**config.mk**
```make
export PLATFORM = sky130hd
export DESIGN_NAME = weight_feeder
export DESIGN_NICKNAME = d
export VERILOG_FILES = /design/src/rtl/weight_feeder.sv
export SDC_FILE = /design/constraint.sdc
export NUM_CORES = 1
export LEC_CHECK = 0
export ABC_AREA = 1
export CAP_MARGIN = 20
export CORE_ASPECT_RATIO = 1.25
export CORE_MARGIN = 5
export CORE_UTILIZATION = 41
export DETAILED_ROUTE_END_ITERATION = 8
export SYNTH_ARGS = -nofsm -noshare
export SYNTH_HDL_FRONTEND = slang
export SYNTH_SLANG_ARGS = --single-unit
export TNS_END_PERCENT = 50
```
**constraint.sdc**
```tcl
create_clock -name clk -period 3.25 [get_ports clk]
set_input_delay 0.325 -clock clk [delete_from_list [all_inputs] [get_ports clk]]
set_output_delay 0.325 -clock clk [all_outputs]
set_load 0.02 [all_outputs]
```
**src/rtl/weight_feeder.sv**
```systemverilog
// Weight feeder: buffers packed weight groups in a small FIFO and issues one
// group per enabled cycle to the downstream weight mux for the length of a tile.
// Issue outputs are registered; idle cycles present all-zero bubbles.
module weight_feeder #(
    parameter int unsigned DEPTH = 4
) (
    input  logic                       clk,
    input  logic                       rst_n,
    input  logic                       start,
    input  logic [7:0]                 tile_len,
    input  logic                       pe_en,
    input  logic                       in_valid,
    output logic                       in_ready,
    input  logic [31:0]                in_data,
    input  logic                       in_outlier,
    input  logic [5:0]                 in_addr,
    output logic [3:0]                 weight_0,
    output logic [3:0]                 weight_1,
    output logic [3:0]                 weight_2,
    output logic [3:0]                 weight_3,
    output logic [3:0]                 weight_4,
    output logic [3:0]                 weight_5,
    output logic [3:0]                 weight_6,
    output logic [3:0]                 weight_7,
    output logic                       sel,
    output logic [5:0]                 addr,
    output logic                       grp_valid,
    output logic                       w_valid_o,
    output logic                       busy,
    output logic                       done,
    output logic [$clog2(DEPTH):0]     fifo_cnt
);

    localparam int unsigned AW = $clog2(DEPTH);
    localparam int unsigned CW = AW + 1;
    localparam int unsigned EW = 32 + 1 + 6;

    typedef enum logic [1:0] {
        S_IDLE,
        S_STREAM,
        S_FLUSH
    } state_t;

    state_t          state;
    logic [7:0]      issue_cnt;
    logic [7:0]      tile_len_q;
    logic            flush_cnt;

    logic [EW-1:0]   mem [DEPTH];
    logic [AW-1:0]   wr_ptr;
    logic [AW-1:0]   rd_ptr;
    logic [EW-1:0]   rd_entry;

    logic            push;
    logic            pop;

    logic [31:0]     wdata_q;
    logic            wv_d1;
    logic            wv_d2;

    // Full flag comes from registered occupancy only, so a full FIFO never
    // accepts a word in the same cycle that it is popped.
    assign in_ready = (fifo_cnt != CW'(DEPTH));
    assign push     = in_valid && in_ready;
    assign pop      = (state == S_STREAM) && (fifo_cnt != '0) && pe_en;
    assign rd_entry = mem[rd_ptr];
    assign busy     = (state != S_IDLE);

    // FIFO storage; contents need no reset since pointers define validity.
    always_ff @(posedge clk) begin
        if (push) begin
            mem[wr_ptr] <= {in_data, in_outlier, in_addr};
        end
    end

    // FIFO pointers and occupancy; pointers wrap naturally as DEPTH is a power of two.
    always_ff @(posedge clk or negedge rst_n) begin
        if (!rst_n) begin
            wr_ptr   <= '0;
            rd_ptr   <= '0;
            fifo_cnt <= '0;
        end else begin
            if (push) begin
                wr_ptr <= wr_ptr + AW'(1);
            end
            if (pop) begin
                rd_ptr <= rd_ptr + AW'(1);
            end
            case ({push, pop})
                2'b10:   fifo_cnt <= fifo_cnt + CW'(1);
                2'b01:   fifo_cnt <= fifo_cnt - CW'(1);
                default: fifo_cnt <= fifo_cnt;
            endcase
        end
    end

    // Tile control FSM: counts issued groups, then drains two cycles before done.
    always_ff @(posedge clk or negedge rst_n) begin
        if (!rst_n) begin
            state      <= S_IDLE;
            issue_cnt  <= '0;
            tile_len_q <= '0;
            flush_cnt  <= 1'b0;
            done       <= 1'b0;
        end else begin
            done <= 1'b0;
            case (state)
                S_IDLE: begin
                    if (start) begin
                        if (tile_len != 8'd0) begin
                            issue_cnt  <= '0;
                            tile_len_q <= tile_len;
                            state      <= S_STREAM;
                        end else begin
                            done <= 1'b1;
                        end
                    end
                end
                S_STREAM: begin
                    if (pop) begin
                        issue_cnt <= issue_cnt + 8'd1;
                        if (issue_cnt + 8'd1 == tile_len_q) begin
                            flush_cnt <= 1'b0;
                            state     <= S_FLUSH;
                        end
                    end
                end
                S_FLUSH: begin
                    flush_cnt <= 1'b1;
                    if (flush_cnt) begin
                        flush_cnt <= 1'b0;
                        done      <= 1'b1;
                        state     <= S_IDLE;
                    end
                end
                default: begin
                    state <= S_IDLE;
                end
            endcase
        end
    end

    // Registered issue stage: a popped group appears one cycle later, else a zero bubble.
    always_ff @(posedge clk or negedge rst_n) begin
        if (!rst_n) begin
            wdata_q   <= '0;
            sel       <= 1'b0;
            addr      <= '0;
            grp_valid <= 1'b0;
        end else if (pop) begin
            wdata_q   <= rd_entry[EW-1 -: 32];
            sel       <= rd_entry[6];
            addr      <= rd_entry[6] ? rd_entry[5:0] : 6'd0;
            grp_valid <= 1'b1;
        end else begin
            wdata_q   <= '0;
            sel       <= 1'b0;
            addr      <= '0;
            grp_valid <= 1'b0;
        end
    end

    // Two-stage valid delay matching the downstream weight mux latency.
    always_ff @(posedge clk or negedge rst_n) begin
        if (!rst_n) begin
            wv_d1 <= 1'b0;
            wv_d2 <= 1'b0;
        end else begin
            wv_d1 <= grp_valid;
            wv_d2 <= wv_d1;
        end
    end

    assign w_valid_o = wv_d2;

    assign weight_0 = wdata_q[3:0];
    assign weight_1 = wdata_q[7:4];
    assign weight_2 = wdata_q[11:8];
    assign weight_3 = wdata_q[15:12];
    assign weight_4 = wdata_q[19:16];
    assign weight_5 = wdata_q[23:20];
    assign weight_6 = wdata_q[27:24];
    assign weight_7 = wdata_q[31:28];

endmodule
```
==> key figures <==
Logic synthesis
  – Mapped Cells: a little over 700
  – Library cells used by synthesis: 28
  – Synth Area per Inst: 12.1 um2
  – Synthesized area: 8650 um2
  – Yosys reg bits: approximately 230
  – YS warnings: 0
  – Sequential fraction of the synthesis area: about three quarters
  – Syn Nets: around 770

Floorplan
  – Site Rows: between 50 and 60
  – # IOs: 99
  – Die width: roughly 140 um
  – Initial core utilization: 41.5%
  – Die Y-Extent: ~170 um
  – Die area: 24,100 um2
  – Core ar.: roughly 21,000 um2

Setup path
  – CP Launch Type: flop
  – RR Endpoint: fifo_cnt[2]
  – Flop2flop setup slack: ~0.96 ns
  – WP data required: between 3 and 4 ns
  – Crit. End Element: flop
  – Worst setup path category: reg -> reg
  – Worst reg2reg path depth: 9
  – Reg2reg start: fifo_cnt[1]
  – Crit path max fanout: 8
  – WP data arrival: between 2 and 3 ns

Power and ir drop
  – Cell area power density: just over 900 nW/um2
  – Leakage: between 4 and 5 nW
  – Pwr Total: around 0.01 W
  – Maximum ir drop on the vdd rail: roughly 0.44 mV

Clock tree
  – CTS tree: done
  – Max Buffers Root-to-Sink: 3
  – CTS root buffer: clkbuf_16
  – H-tree Lvls: 1
  – Post-cts sizing count: 0
  – Clock Latency Late Sink: about 0.51 ns
  – TritonCTS Buffers: 24
  – CTS sink count: 225
  – Worst-path clk slew: roughly 0.060 ns

Finish
  – ANT cells: 0
  – Post-Layout Cell Count: ~1.1k
  – Fill count: approximately 1.8k
  – Final non-filler cell area: 10,900 um2
  – # nets final: 876
  – Area Overhead vs Synth: 25.5%
  – Ratio of cells with drive above 1 in the final layout: ~8.4%

Detailed routing
  – Initial drt markers: 324
  – DR pass1 iterations: 5
  – DR vias: roughly 5.5k
  – Antenna viol nets, final: 0
  – Avg WL per Cell: 16.8 um
  – DR vias/cell: 4.99
  – Post-Route WL: 18,600 um
  – DRC: 0

GRT
  – Congestion Overflow GR: 0
  – Vias in the first global route: about 5.8k
  – GRT Overall Usage: roughly 15%
  – Initial antenna violation count: 0
  – Largest net degree at the start of global routing: 70
  – First-pass GRT wire length: between 20,000 and 30,000 um

STA
  – # setup viols final: 0
  – Final setup TNS: 0 ns
  – RSZ-0062 raised after global routing: no
  – Final hold violation count: 0
  – Pins over their slew limit: 0
  – Hold_ws: 0.348 ns
  – Crit path time final: approximately 2.3 ns
  – Clock skew: around 0.0094 ns
  – Period Utilization, post-route: a little over two thirds
  – Fmax achieved: between 400 and 500 MHz
  – Slew @ Worst Pin: around 0.95 ns
  – Relative slew slack: between 30% and 40%

Hold path
  – Worst hold endpoint: w_valid_o
  – Hold/Removal Path Class: reg -> reg
  – Hold Path Origin: wv_d1
  – Hold Crit Depth: 0

Placement
  – Global placement routability congestion: 0.804
  – Post-DP HPWL: approximately 11,000 um
  – IO Port Bufs: 98
  – DP Area: roughly 10000 um2
  – Placed cells: between 1k and 1.5k

Flow run
  – Max-Cap Viols: 0

Outcome
  – Status: complete, no violations
==> per-stage QoR <==
| stage | worst slack (ns) | utilization (%) |
|---|---|---|
| 2_1_floorplan | 0.127 | - |
| 3_3_place_gp | 0.824 | 47.7 |
| 3_5_place_dp | 0.718 | 47.7 |
| 4_1_cts | 0.951 | 52.1 |
| 5_1_grt | 0.828 | 52.1 |
| 6_report | 0.959 | 52.1 |
==> cell families after synthesis <==
kind of cell | synth area share, %
adder cells (fa/ha/maj) | 1.10
buffers and inverters | 3.36
AND/OR/NAND/NOR | 12.1
XOR/XNOR | 0.709
flip-flops | 74.1
AO/OA/AOI/OAI | 8.58
==> cells in the mapped netlist <==
cell      number  area, um2
a21oi_1       40        200
a22oi_4        1       21.3
buf_1          2       7.51
buf_2          7       35.0
buf_6          1       11.3
clkbuf_1      20       75.1
dfrtp_1       69       1730
edfxtp_1     156       4680
fa_1           1       20.0
ha_1           6       75.1
inv_1         38        143
inv_2          5       18.8
nand2_1       52        195
nand2_2        1       6.26
nand3_1       19       95.1
nand3_2        1       10.0
nand3b_1       2       15.0
nand4_1        6       37.5
nor2_1       170        638
nor2_2         5       31.3
nor2_4         1       11.3
nor3_2         1       10.0
o21ai_0       84        420
o21ai_1       16       80.1
o21bai_1       1       7.51
o22ai_1        2       12.5
xnor2_1        2       17.5
xor2_1         5       43.8
==> worst max-delay path by stage <==
stage                      from          end  slack (ns)  depth (start not counted)
floorplan           fifo_cnt[0]    mem[0][0]        0.13                          4
global placement          pe_en  fifo_cnt[2]        0.82                          9
detailed placement        pe_en  fifo_cnt[2]        0.72                          9
CTS                 fifo_cnt[1]  fifo_cnt[2]        0.95                          9
global route        fifo_cnt[1]  fifo_cnt[2]        0.83                          9
finish              fifo_cnt[1]  fifo_cnt[2]        0.96                          9
==> power breakdown <==
group | total (W) | internal (W) | switching [W]
Clock | 0.00307 | 0.00197 | 0.00110
Sequential | 0.00411 | 0.00381 | 0.000304
Combinational | 0.00296 | 0.00104 | 0.00192
==> layout by cell type, fill, tap and decap left out, types with 3 or more instances in the layout <==
cell and instances:
nor2_1 166, edfxtp_1 156, clkdlybuf4s50_1 97, o21ai_0 84
dfrtp_1 67, nand2_1 52, a21oi_1 40, inv_1 37
clkbuf_16 25, nand3_1 19, o21ai_1 16, buf_4 9
bufinv_16 7, inv_2 6, nand4_1 6, ha_1 6
nor2_2 5, nor2_4 5, xor2_1 5, clkbuf_1 4
clkinv_2 3
==> timing repair <==
action                    4_1_cts  5_1_grt
buffers inserted                0        0
hold buffers                    1        0
hold endpoints to repair        4        0
==> per-layer routing <==
metal  GRT usage [%]  vias to the layer above  wire length, um
met5               0                        -                0
met4            4.47                        0              316
met3            2.82                       27              912
met2            27.3                      136             9440
met1            19.5                     2717             7980
li1                -                     2652                -
==> critical path, stage by stage (launching register included) <==
cell     delay [ns]
dfrtp_1        0.39
inv_1          0.11
nand3_1        0.10
nand2_1        0.40
ha_1           0.23
inv_1          0.08
fa_1           0.40
a21oi_1        0.18
o21ai_0        0.13
xor2_1         0.15
==> sequential cells by signal, summed over array words and instances (netlist names), 2 cells and up <==
name	cells
mem	156
wdata_q	32
issue_cnt	8
tile_len_q	8
addr	6
fifo_cnt	3
rd_ptr	2
state	2
wr_ptr	2
==> final cells by class <==
class / instances / area (um2) / share of cell area (%)
Clock buffer: 29 / 641 / 5.90
Tap cell: 274 / 343 / 3.16
Sequential cell: 225 / 6410 / 59.1
Timing Repair Buffer: 107 / 1050 / 9.66
Clock inverter: 15 / 269 / 2.48
Multi-Input combinational cell: 416 / 1980 / 18.2
Inverter: 43 / 161 / 1.49
(Power assumes the default switching activity.)
